$ cat config.mk
export PLATFORM = sky130hd
export DESIGN_NAME = fduart_monitor
export DESIGN_NICKNAME = d
export VERILOG_FILES = /design/src/rtl/fduart_monitor_pkg.sv /design/src/rtl/fduart_monitor_timer.sv /design/src/rtl/fduart_monitor.sv
export SDC_FILE = /design/constraint.sdc
export NUM_CORES = 1
export LEC_CHECK = 0
export BUFFER_PORTS_ARGS = -buffer_cell sky130_fd_sc_hd__buf_2
export CORE_MARGIN = 2
export CORE_UTILIZATION = 50
export CTS_CLUSTER_SIZE = 28
export DETAILED_ROUTE_END_ITERATION = 10
export GPL_ROUTABILITY_DRIVEN = 0
export PLACE_DENSITY = 0.75
export SYNTH_ARGS = -nofsm -noshare
export SYNTH_HDL_FRONTEND = slang
export SYNTH_SLANG_ARGS = --single-unit
export TNS_END_PERCENT = 20
$ cat constraint.sdc
create_clock -name sysclk -period 3.35 [get_ports sysclk]
set_input_delay 0.67 -clock sysclk [delete_from_list [all_inputs] [get_ports sysclk]]
set_output_delay 0.67 -clock sysclk [all_outputs]
set_load 0.01 [all_outputs]
$ cat src/rtl/fduart_monitor_pkg.sv
// Shared definitions for the fduart debug monitor: state encoding, frame
// byte codes and the fduart status bit positions.
package fduart_monitor_pkg;

    typedef enum logic [3:0] {
        ST_HUNT = 4'd0,
        ST_CMD  = 4'd1,
        ST_AH   = 4'd2,
        ST_AL   = 4'd3,
        ST_DH   = 4'd4,
        ST_DL   = 4'd5,
        ST_BUS  = 4'd6,
        ST_TX0  = 4'd7,
        ST_TX1  = 4'd8,
        ST_TX2  = 4'd9
    } state_t;

    localparam logic [7:0] CMD_READ  = 8'h52;
    localparam logic [7:0] CMD_WRITE = 8'h57;
    localparam logic [7:0] ACK_BYTE  = 8'h4B;
    localparam logic [7:0] NAK_BYTE  = 8'h3F;

    // Positions of the fduart status_out flags (mirrors target_program_defines.v).
    localparam int ARX_FIFO_EMPTY_BIT = 0;
    localparam int ATX_FIFO_FULL_BIT  = 1;

    function automatic logic is_rx_state(input state_t s);
        return (s == ST_HUNT) || (s == ST_CMD) || (s == ST_AH) ||
               (s == ST_AL) || (s == ST_DH) || (s == ST_DL);
    endfunction

    // Mid-frame states in which the inter-byte timeout runs.
    function automatic logic is_timed_state(input state_t s);
        return is_rx_state(s) && (s != ST_HUNT);
    endfunction

    function automatic logic is_tx_state(input state_t s);
        return (s == ST_TX0) || (s == ST_TX1) || (s == ST_TX2);
    endfunction

endpackage

$ cat src/rtl/fduart_monitor_timer.sv
// Inter-byte timeout counter: counts while run is high, restarts on clear,
// flags expired in the cycle the count reaches LIMIT.
module fduart_monitor_timer #(
    parameter logic [31:0] LIMIT = 32'd50_000
) (
    input  logic clk,
    input  logic rst_n,
    input  logic clear,
    input  logic run,
    output logic expired
);

    localparam logic [31:0] LAST = (LIMIT == 32'd0) ? 32'd0 : LIMIT - 32'd1;

    logic [31:0] count;

    always_ff @(posedge clk) begin
        if (!rst_n) begin
            count <= 32'd0;
        end else if (clear || !run) begin
            count <= 32'd0;
        end else begin
            count <= count + 32'd1;
        end
    end

    assign expired = run && !clear && (count == LAST);

endmodule

$ cat src/rtl/fduart_monitor.sv
// Serial debug responder: parses read/write frames from the fduart RX FIFO,
// performs one 16-bit memory access and pushes a reply frame into the TX FIFO.
module fduart_monitor
    import fduart_monitor_pkg::*;
#(
    parameter logic [31:0] TIMEOUT_CYCLES = 32'd50_000,
    parameter logic [7:0]  SYNC_BYTE      = 8'hA5,
    parameter logic [7:0]  RESP_BYTE      = 8'h5A
) (
    input  logic        sysclk,
    input  logic        sysreset_n,
    input  logic [15:0] status_in,
    input  logic [15:0] arx_data_in,
    output logic        arx_reg_read,
    output logic [15:0] atx_data_out,
    output logic        atx_reg_load,
    output logic [15:0] mem_addr,
    output logic [15:0] mem_wdata,
    output logic        mem_we,
    output logic        mem_req,
    input  logic [15:0] mem_rdata,
    input  logic        mem_ack,
    output logic        busy,
    output logic [3:0]  fsm_state
);

    // Handshakes: a byte moves when the FIFO flag allows it and gap is low;
    // the single-cycle pop/push pulse sets gap so the FIFO flags settle first.
    // mem_req rises on entry to BUS and falls on the edge that samples mem_ack.

    state_t      state, state_nxt;
    logic        gap, gap_nxt;
    logic [7:0]  cmd, cmd_nxt;
    logic [15:0] rdata, rdata_nxt;
    logic [15:0] addr_nxt, wdata_nxt, tx_nxt;
    logic        pop_nxt, push_nxt, req_nxt, we_nxt;
    logic        rx_ok, tx_ok, expired;
    logic [7:0]  rx_byte;
    logic        unused_inputs;

    assign unused_inputs = ^{arx_data_in[15:8], status_in};

    assign rx_byte = arx_data_in[7:0];
    assign rx_ok   = is_rx_state(state) && !gap && !status_in[ARX_FIFO_EMPTY_BIT];
    assign tx_ok   = is_tx_state(state) && !gap && !status_in[ATX_FIFO_FULL_BIT];

    fduart_monitor_timer #(
        .LIMIT (TIMEOUT_CYCLES)
    ) u_timer (
        .clk     (sysclk),
        .rst_n   (sysreset_n),
        .clear   (rx_ok),
        .run     (is_timed_state(state)),
        .expired (expired)
    );

    always_ff @(posedge sysclk) begin
        if (!sysreset_n) begin
            state        <= ST_HUNT;
            gap          <= 1'b0;
            cmd          <= 8'h00;
            rdata        <= 16'h0000;
            arx_reg_read <= 1'b0;
            atx_reg_load <= 1'b0;
            atx_data_out <= 16'h0000;
            mem_addr     <= 16'h0000;
            mem_wdata    <= 16'h0000;
            mem_we       <= 1'b0;
            mem_req      <= 1'b0;
            busy         <= 1'b0;
        end else begin
            state        <= state_nxt;
            gap          <= gap_nxt;
            cmd          <= cmd_nxt;
            rdata        <= rdata_nxt;
            arx_reg_read <= pop_nxt;
            atx_reg_load <= push_nxt;
            atx_data_out <= tx_nxt;
            mem_addr     <= addr_nxt;
            mem_wdata    <= wdata_nxt;
            mem_we       <= we_nxt;
            mem_req      <= req_nxt;
            busy         <= (state_nxt != ST_HUNT);
        end
    end

    always_comb begin
        state_nxt = state;
        cmd_nxt   = cmd;
        rdata_nxt = rdata;
        addr_nxt  = mem_addr;
        wdata_nxt = mem_wdata;
        tx_nxt    = atx_data_out;
        pop_nxt   = 1'b0;
        push_nxt  = 1'b0;

        case (state)
            ST_HUNT: begin
                if (rx_ok) begin
                    pop_nxt = 1'b1;
                    if (rx_byte == SYNC_BYTE) state_nxt = ST_CMD;
                end
            end
            ST_CMD: begin
                if (rx_ok) begin
                    pop_nxt = 1'b1;
                    cmd_nxt = rx_byte;
                    // Anything but R/W (including a second SYNC) earns a NAK.
                    if (rx_byte == CMD_READ || rx_byte == CMD_WRITE) state_nxt = ST_AH;
                    else                                             state_nxt = ST_TX0;
                end else if (expired) begin
                    state_nxt = ST_HUNT;
                end
            end
            ST_AH: begin
                if (rx_ok) begin
                    pop_nxt   = 1'b1;
                    addr_nxt  = {rx_byte, mem_addr[7:0]};
                    state_nxt = ST_AL;
                end else if (expired) begin
                    state_nxt = ST_HUNT;
                end
            end
            ST_AL: begin
                if (rx_ok) begin
                    pop_nxt   = 1'b1;
                    addr_nxt  = {mem_addr[15:8], rx_byte};
                    state_nxt = (cmd == CMD_WRITE) ? ST_DH : ST_BUS;
                end else if (expired) begin
                    state_nxt = ST_HUNT;
                end
            end
            ST_DH: begin
                if (rx_ok) begin
                    pop_nxt   = 1'b1;
                    wdata_nxt = {rx_byte, mem_wdata[7:0]};
                    state_nxt = ST_DL;
                end else if (expired) begin
                    state_nxt = ST_HUNT;
                end
            end
            ST_DL: begin
                if (rx_ok) begin
                    pop_nxt   = 1'b1;
                    wdata_nxt = {mem_wdata[15:8], rx_byte};
                    state_nxt = ST_BUS;
                end else if (expired) begin
                    state_nxt = ST_HUNT;
                end
            end
            ST_BUS: begin
                if (mem_ack) begin
                    if (cmd == CMD_READ) rdata_nxt = mem_rdata;
                    state_nxt = ST_TX0;
                end
            end
            ST_TX0: begin
                if (tx_ok) begin
                    push_nxt  = 1'b1;
                    tx_nxt    = {8'h00, RESP_BYTE};
                    state_nxt = ST_TX1;
                end
            end
            ST_TX1: begin
                if (tx_ok) begin
                    push_nxt = 1'b1;
                    if (cmd == CMD_READ) begin
                        tx_nxt    = {8'h00, rdata[15:8]};
                        state_nxt = ST_TX2;
                    end else begin
                        tx_nxt    = {8'h00, (cmd == CMD_WRITE) ? ACK_BYTE : NAK_BYTE};
                        state_nxt = ST_HUNT;
                    end
                end
            end
            ST_TX2: begin
                if (tx_ok) begin
                    push_nxt  = 1'b1;
                    tx_nxt    = {8'h00, rdata[7:0]};
                    state_nxt = ST_HUNT;
                end
            end
            default: state_nxt = ST_HUNT;
        endcase

        gap_nxt = pop_nxt || push_nxt;
        req_nxt = (state_nxt == ST_BUS);
        we_nxt  = req_nxt && (cmd_nxt == CMD_WRITE);
    end

    assign fsm_state = state;

endmodule

==> results of run 1 <==
power groups by stage:
stage,logic [mW],registers (mW),clock network [mW]
floorplan,0.0427,1.29,0
global placement,0.0670,1.29,0
detailed placement,0.0678,1.29,0
CTS,0.0679,1.26,0.762
global route,0.0748,1.26,0.816
finish,0.0679,1.26,0.742
flip-flops by register name, summed over array words and instances (netlist names):
register and flops:
u_timer.count 32, mem_addr 16, mem_wdata 16, rdata 16, atx_data_out 8, cmd 8
fsm_state 4, arx_reg_read 1, atx_reg_load 1, busy 1, gap 1, mem_req 1
mem_we 1
logic make-up (layout without fill, tap and decap cells):
logic type,after synthesis,in the layout,share of synthesized area
AO/OA/AOI/OAI,72,72,0.104
XOR/XNOR,28,28,0.0522
multiplexers,40,40,0.0852
flip-flops,106,106,0.452
AND/OR/NAND/NOR,228,228,0.265
buffers and inverters,37,103,0.0381
other,1,8,0.000798
adder cells (fa/ha/maj),1,1,0.00266
cells in the final DEF (no fill, tap or decap), drive strengths merged, types with 16 or more instances in the layout:
master,Yosys,layout
xor2,16,16
nor2,50,50
o21ai,19,19
a21oi,17,17
nor2b,42,42
buf,16,81
mux2i,40,40
a21boi,16,16
nand2,56,56
dfxtp,106,106
worst max-delay path: cells and delay by family, from the launching register on:
family | cells | cell delay [ps]
simple gates | 3 | 650
compound gates | 3 | 890
flops | 1 | 790
layer usage:
| layer | up-vias | routed length, µm | share of wire | global-route usage |
|---|---|---|---|---|
| li1 | 1895 | - | - | - |
| met1 | 1767 | 4580 | 0.45 | 0.251 |
| met2 | 82 | 4970 | 0.49 | 0.350 |
| met3 | 16 | 386 | 0.038 | 0.0451 |
| met4 | 0 | 162 | 0.016 | 0.0644 |
| met5 | - | 0 | 0 | 0 |
worst min path at each step:
stage	startpoint	to	slack (ps)
final	rdata[8]	rdata[8]	460
after global routing	rdata[15]	rdata[15]	480
after CTS	rdata[8]	rdata[8]	460
after detailed placement	rdata[8]	rdata[8]	450
after global placement	u_timer.count[0]	u_timer.count[0]	440
after floorplan	rdata[8]	rdata[8]	430
cell type report:
class                           count  share of cell area
Clock buffer                       10              0.0259
Clock inverter                      6             0.00896
Inverter                            6             0.00424
Multi-Input combinational cell    377               0.457
Sequential cell                   106               0.400
Tap cell                          111              0.0262
Timing Repair Buffer               81              0.0782
stage by stage:
stage               setup slack [ps]  std cells
floorplan                       1320        520
global placement                 979        681
detailed placement               961        681
CTS                              953        697
global route                     808        697
finish                           912        697
==> run summary, run 1 <==
Status - finished, final reports clean
Total track usage - 0.203
Critical Path Max Stage Delay - 790 ps
Worst-path cell chain - nor3b_2, nor2_1, a41oi_1, nand4b_1, o31a_1, a2111oi_2
Critical Path Start - fsm_state[0]
Shortest period the worst path allows - 2440 ps
RSZ-0062 raised after global routing - no
Register area share after synthesis - 0.452
Layout net count - 633
Filler instances - 877
Initial DRC count - 246
Clock share of power - 0.358
Maxcap violations - 0
Count of final hold-check violations - 0
Pre-antenna DRT Iters - 5
Share of layout cells above drive strength 1 - 0.186
Cell variety after synth - 56
Top cells by count, synth - dfxtp_1, nand2_1, nor2_1
Fin area - 5310 µm²
IO buf count - 77
Worst reg-to-reg setup slack - 910 ps
# resized after CTS - 0
CTS Buffer Depth - 2
Die H - 101 µm
Multi-input logic area - 2420 µm²
CTS buffer count - 9
Ranking of synthesized cells by area - dfxtp_1, mux2i_1, nor2b_1, nand2_1, nor2_1
P&R area growth vs syn - 13.0%
Mean Syn Cell Area - 9.16 µm²
Initial Util - 0.511
Vias in the first global route - 3564
First-pass GRT wire length - 16.5 mm
CP Launch Type - register
Yosys warns - 0
Post-synth ARST share - 0
Post-synthesis register bit count - 106
Sink Count - 106
Switching share of power - 0.234
TritonCTS clock tree - built
CP Capture Type - register
Yosys top cell area share - 0.452
Pint - 1.59 mW
Sw Pwr - 0.485 mW
Crit-path max FO - 19
Hold_buf cts - 0
Synth area leader - dfxtp_1
Final core utilization - 0.577
Largest net degree at the start of global routing - 45
Reg2Reg Depth - 6
Gate power share - 0.033
Root Buffer - clkbuf_8
Number of flops mapped to enable cells by yosys - 0
Hold_ws - 465 ps
Avg Vias per Cell - 5.39
Setup_tns - 0 ps
Hold Crit Class - register to register
Core area - 9200 µm²
Highest-delay cell along the critical path - dfxtp_1
Most frequent cell after synthesis - dfxtp_1
Std-Cell Rows - 35
Reg power frac - 0.610
PD cells - 391 nW/µm²
Worst Path Required - 3620 ps
Total wire length - 10.1 mm
Worst slew margin - 0.469
FF+latch area - 2120 µm²
Die Wd - 101 µm
Reg2Reg Launch Point - fsm_state[0]
Cell Area, Synth - 4700 µm²
Vias - 3760
H-tree depth - 3
Antenna-violating nets left - 0
I/O pin cnt - 108
Total gr overflow - 0
WL/cell - 14.5 µm
Number of diodes - 0
Clk slew on worst S/H paths - 90 ps
Worst VDD drop - 0.000333 V
Kind of critical path - register to register
Die ar. - 10200 µm²
Worst Hold Depth - 2
Leakage - 2.30 nW
Worst Max-Slew Pin Slew - 786 ps
Hpwl dp - 7.29 mm
Cells after synthesis - 513
Post-CTS setup buffer count - 0
Drt drc - 0
Initial antenna violation count - 0
Post-DP Area - 5120 µm²
Max frequency - 410 MHz
Final slew viol count - 0
CP Capture Point - mem_we
Top FF cell, synth - dfxtp_1
Total power - 2.07 mW
Critical R2R Capture - mem_we
Count of final setup violators - 0
Tcrit/Tclk final - 0.728
Max Clock Skew - 14.2 ps
Worst EP arrival - 2700 ps
Worst skew pair latency - 370 ps
Power figures use the tool's default switching activity.
==> run 2: changes to the inputs <==
==> constraint.sdc (replaced) <==
create_clock -name sysclk -period 2.3 [get_ports sysclk]
set_input_delay 0.46 -clock sysclk [delete_from_list [all_inputs] [get_ports sysclk]]
set_output_delay 0.46 -clock sysclk [all_outputs]
set_load 0.01 [all_outputs]
==> run 2 against run 1 <==
Effect of this change: hold slack worse by 150 ps; maximum frequency increased by 17%; largest power group unchanged; clock-buffer cell count unchanged; highest routed layer unchanged; routed wire length increased by 1.5%; via count rose by 2.2%; clock power rose by 59%; utilization increased by 1.3 points.
==> run summary, run 2 (synthesis results as in run 1) <==
WP buf/inv - 0 (unchanged)
Max reg flops - 32 (unchanged)
Hold_ws - 317 ps (-147 ps)
Die Wd - 101 µm (unchanged)
P&R area growth vs syn - 15.5%
Post-CTS setup buffer count - 0 (unchanged)
Std-Cell Rows - 35 (unchanged)
Hold_sp - mem_rdata[8]
Top Family by Delay on Critical Path - compound AO/OA/AOI/OAI gates
Dpl cells - 694 (+1.9%)
Max Clock Skew - 14.4 ps (+0.140 ps)
Clk slew on worst S/H paths - 110 ps (+20 ps)
TritonCTS clock tree - built
Top reg by flops - u_timer.count
Worst Max-Slew Pin Slew - 564 ps (-221 ps)
CP Launch Type - register
Worst EP arrival - 2330 ps (-370 ps)
Total track usage - 0.208 (+0.00554)
Avg Vias per Cell - 5.41 (+0.31%)
Die ar. - 10200 µm² (unchanged)
RSZ-0062 raised after global routing - no
CTS buffer count - 9 (unchanged)
# resized after CTS - 0 (unchanged)
Count of final setup violators - 0 (unchanged)
Worst Path Required - 2550 ps (-1070 ps)
Drt drc - 0 (unchanged)
Critical Path Start - fsm_state[0]
Total power - 3.13 mW (+51%)
CP Capture Type - register
Metal2 WL - 5.09 mm (+2.5%)
Met1 WL - 4.60 mm (+0.35%)
Vias in the first global route - 3686 (+3.4%)
Initial Util - 0.511 (unchanged)
Hpwl dp - 7.54 mm (+3.3%)
Hold_buf cts - 0 (unchanged)
Number of diodes - 0 (unchanged)
Status - finished, final reports clean
Root Buffer - clkbuf_8
Non-filler cells, final - 710 (+1.9%)
Die H - 101 µm (unchanged)
Layout net count - 646 (+2.1%)
Antenna-violating nets left - 0 (unchanged)
Setup_tns - 0 ps (unchanged)
Shortest period the worst path allows - 2080 ps (-359 ps)
Post-DP Area - 5220 µm² (+1.9%)
Critical Path Max Stage Delay - 490 ps (-300 ps)
Total wire length - 10.3 mm (+1.5%)
Tcrit/Tclk final - 0.904 (+0.176)
Kind of critical path - register to register
PD cells - 576 nW/µm² (+48%)
Hold Crit Class - primary input to register
Sink Count - 106 (unchanged)
H-tree depth - 3 (unchanged)
Share of layout cells above drive strength 1 - 0.202 (+0.0160)
Max frequency - 481 MHz (+17%)
Total gr overflow - 0 (unchanged)
Core area - 9200 µm² (unchanged)
Routed wl met3 - 372 µm (-3.6%)
Crit-path max FO - 8 (-11)
Worst skew pair latency - 370 ps (about the same)
Fin area - 5430 µm² (+2.2%)
Commonest non-fill, non-tap cells in the layout - dfxtp_1, buf_2, nand2_1
Maxcap violations - 0 (unchanged)
Highest-delay cell along the critical path - dfxtp_1
Final slew viol count - 0 (unchanged)
Initial DRC count - 209 (-15%)
Largest net degree at the start of global routing - 50 (+11%)
Worst slew margin - 0.623 (+0.154)
Dpl ws - 168 ps (-794 ps)
Vias - 3842 (+2.2%)
Pre-antenna DRT Iters - 4 (-1)
Commonest non-fill, non-tap cell in the layout - dfxtp_1
Reg2Reg Launch Point - fsm_state[0]
Final core utilization - 0.590 (+0.0128)
Leakage - 2.37 nW (+3.0%)
CTS Buffer Depth - 2 (unchanged)
Initial antenna violation count - 0 (unchanged)
First-pass GRT wire length - 17.2 mm (+3.8%)
Worst VDD drop - 0.000323 V (-3.0%)
IO buf count - 77 (unchanged)
Worst-path cell chain - nor3b_2, nor2_1, a41oi_1, nand4b_1, o31a_1, a2111oi_2
I/O pin cnt - 108 (unchanged)
Final worst slack - 220 ps (-691 ps)
Count of final hold-check violations - 0 (unchanged)
WL/cell - 14.4 µm (-0.34%)
Top layer in use - met4
[run 2: worst reg2reg max path, stage by stage, from the launching register on]
cell	delay (ps)
dfxtp_1	490
nor3b_2	360
nor2_1	80
a41oi_1	190
nand4b_1	170
o31a_1	340
a2111oi_2	350
[run 2: final timing paths]
check                           slack (ps)         to  cells past startpoint
worst min register to register         460  rdata[15]                      2
worst min-delay path                   320   rdata[8]                      3
worst max-delay path                   220     mem_we                      6
worst max register to register         220     mem_we                      6
[run 2: final cells by class]
class	instances	area [µm²]
Multi-Input combinational cell	377	2420
Inverter	6	22.5
Clock inverter	6	77.6
Timing Repair Buffer	94	513
Clock buffer	10	128
Tap cell	111	139
Sequential cell	106	2120
Fill cell	821	3770
[run 2: layer usage]
layer	vias to the layer above	global-route usage
met3	20	0.0395
met2	97	0.357
met4	0	0.0707
li1	1922	-
met5	-	0
met1	1803	0.262
[run 2: power breakdown]
part           total, mW  internal [mW]  switching (mW)
combinational      0.104         0.0446          0.0597
sequential          1.84           1.84         0.00351
clock               1.18          0.528           0.654
total               3.13           2.41           0.717
==> run 3: changes to the inputs <==
--- a/config.mk
+++ b/config.mk
@@ -7,11 +7,11 @@
 export LEC_CHECK = 0
 export BUFFER_PORTS_ARGS = -buffer_cell sky130_fd_sc_hd__buf_2
 export CORE_MARGIN = 2
-export CORE_UTILIZATION = 50
+export CORE_UTILIZATION = 40
 export CTS_CLUSTER_SIZE = 28
 export DETAILED_ROUTE_END_ITERATION = 10
 export GPL_ROUTABILITY_DRIVEN = 0
-export PLACE_DENSITY = 0.75
+export PLACE_DENSITY = 0.62
 export SYNTH_ARGS = -nofsm -noshare
 export SYNTH_HDL_FRONTEND = slang
 export SYNTH_SLANG_ARGS = --single-unit
==> run 3 against run 2 <==
Effect of this change: critical path type unchanged; global-route usage fell by 2.9 points; cell count grew 4.8%; clock-buffer cell count stayed put.
==> run summary, run 3 (synthesis results as in run 1) <==
Status - finished, final reports clean
TritonCTS clock tree - built
Kind of critical path - register to register
Worst skew pair latency - 350 ps (-20 ps)
Share of layout cells above drive strength 1 - 0.205 (+0.00266)
Root Buffer - clkbuf_16
Worst VDD drop - 0.000608 V (+88%)
CTS Buffer Depth - 2 (unchanged)
Max reg flops - 32 (unchanged)
WP buf/inv - 0 (unchanged)
Die Wd - 112 µm (+11%)
Sink Count - 106 (unchanged)
Hold_sp - mem_rdata[6]
Antenna-violating nets left - 0 (unchanged)
Pre-antenna DRT Iters - 4 (unchanged)
Hpwl dp - 7.77 mm (+3.1%)
Post-CTS setup buffer count - 0 (unchanged)
Crit-path max FO - 7 (-1)
Core area - 11400 µm² (+24%)
Leakage - 2.41 nW (+1.8%)
First-pass GRT wire length - 18.4 mm (+7.0%)
Avg Vias per Cell - 5.13 (-5.2%)
H-tree depth - 3 (unchanged)
Worst Hold Depth - 3 (unchanged)
Worst Max-Slew Pin Slew - 603 ps (+38.3 ps)
RSZ-0062 raised after global routing - no
Hold_buf cts - 0 (unchanged)
Initial DRC count - 271 (+30%)
Max frequency - 484 MHz (+0.59%)
Reg2Reg Launch Point - gap
I/O pin cnt - 108 (unchanged)
Worst-path cell chain - nor2_2, or3_4, nor4_4, o211a_1, o211ai_1, a21bo_1
Initial Util - 0.412 (-0.0994)
Vias in the first global route - 3755 (+1.9%)
Commonest non-fill, non-tap cell in the layout - dfxtp_1
Layout net count - 648 (+0.31%)
CTS buffer count - 9 (unchanged)
Total track usage - 0.179 (-0.0291)
Die ar. - 12600 µm² (+24%)
Initial antenna violation count - 0 (unchanged)
Die H - 112 µm (+11%)
Count of final hold-check violations - 0 (unchanged)
Std-Cell Rows - 39 (+11%)
Final core utilization - 0.487 (-0.104)
Worst slew margin - 0.597 (-0.0255)
Commonest non-fill, non-tap cells in the layout - dfxtp_1, buf_2, nand2_1
Maxcap violations - 0 (unchanged)
Top Family by Delay on Critical Path - simple AND/OR/NAND/NOR gates
Worst EP arrival - 2310 ps (-20 ps)
# resized after CTS - 0 (unchanged)
Total wire length - 10.8 mm (+5.3%)
Shortest period the worst path allows - 2070 ps (-12.3 ps)
Max Clock Skew - 10.0 ps (-4.36 ps)
WL/cell - 14.5 µm (+0.51%)
P&R area growth vs syn - 18.2%
IO buf count - 77 (unchanged)
Setup_tns - 0 ps (unchanged)
Tcrit/Tclk final - 0.899 (-0.00533)
Clk slew on worst S/H paths - 70 ps (-40 ps)
Worst reg-to-reg setup slack - 230 ps (about the same)
Total gr overflow - 0 (unchanged)
PD cells - 615 nW/µm² (+6.7%)
Number of diodes - 0 (unchanged)
Critical R2R Capture - busy
Drt drc - 0 (unchanged)
Vias - 3816 (-0.68%)
Critical Path Max Stage Delay - 550 ps (+60 ps)
Hold Crit Class - primary input to register
Count of final setup violators - 0 (unchanged)
CP Launch Type - register
Reg2Reg Depth - 6 (unchanged)
Top reg by flops - u_timer.count
Highest-delay cell along the critical path - dfxtp_1
CP Capture Type - register
Worst Path Required - 2540 ps (about the same)
Endpoint of the worst hold path - rdata[6]
Final slew viol count - 0 (unchanged)
Largest net degree at the start of global routing - 46 (-8.0%)
==> run 3: worst max path at each step <==
| stage | start | end | slack [ps] | cells past startpoint |
|---|---|---|---|---|
| CTS | gap | mem_we | 230 | 5 |
| detailed placement | status_in[0] | busy | 160 | 7 |
| global route | fsm_state[0] | mem_we | 30 | 6 |
| floorplan | fsm_state[3] | busy | 360 | 7 |
| finish | gap | busy | 230 | 6 |
| global placement | arx_data_in[3] | busy | 200 | 7 |
==> run 3: worst register-to-register path: cells and delay by family, from the launching register on <==
family             cells  cell delay, ps
and+or+nand+nor        3             900
DFF                    1             550
AOI/OAI and AO/OA      3             520
==> run 3: through the flow <==
stage	power [mW]	setup WS (ps)	cells	area (µm²)	hold WS (ps)
global placement	1.99	202	728	5280	444
global route	3.54	33.8	744	5560	341
floorplan	1.94	356	520	4730	428
CTS	3.47	226	744	5560	338
finish	3.42	232	744	5560	351
detailed placement	1.99	161	728	5280	448
==> run 3: cell type report <==
cell class	instances	area (µm²)
timing repair buffer	96	528
fill	1142	5860
sequential	106	2120
inverter	6	22.5
clock buffer	10	229
multi-input combinational	377	2420
tap	143	179
clock inverter	6	50.0
==> run 3: routing by layer <==
layer | track usage | up-vias | share of wire
li1 | - | 1928 | -
met4 | 0.0561 | 0 | 0.017
met5 | 0 | - | 0
met2 | 0.292 | 83 | 0.47
met3 | 0.0556 | 12 | 0.042
met1 | 0.227 | 1793 | 0.47
==> run 3: power breakdown <==
group	switching, mW	leakage, nW	internal [mW]
Clock	0.718	0.135	0.749
Combinational	0.0597	1.42	0.0481
Sequential	0.00406	0.854	1.84
Total	0.782	2.41	2.63
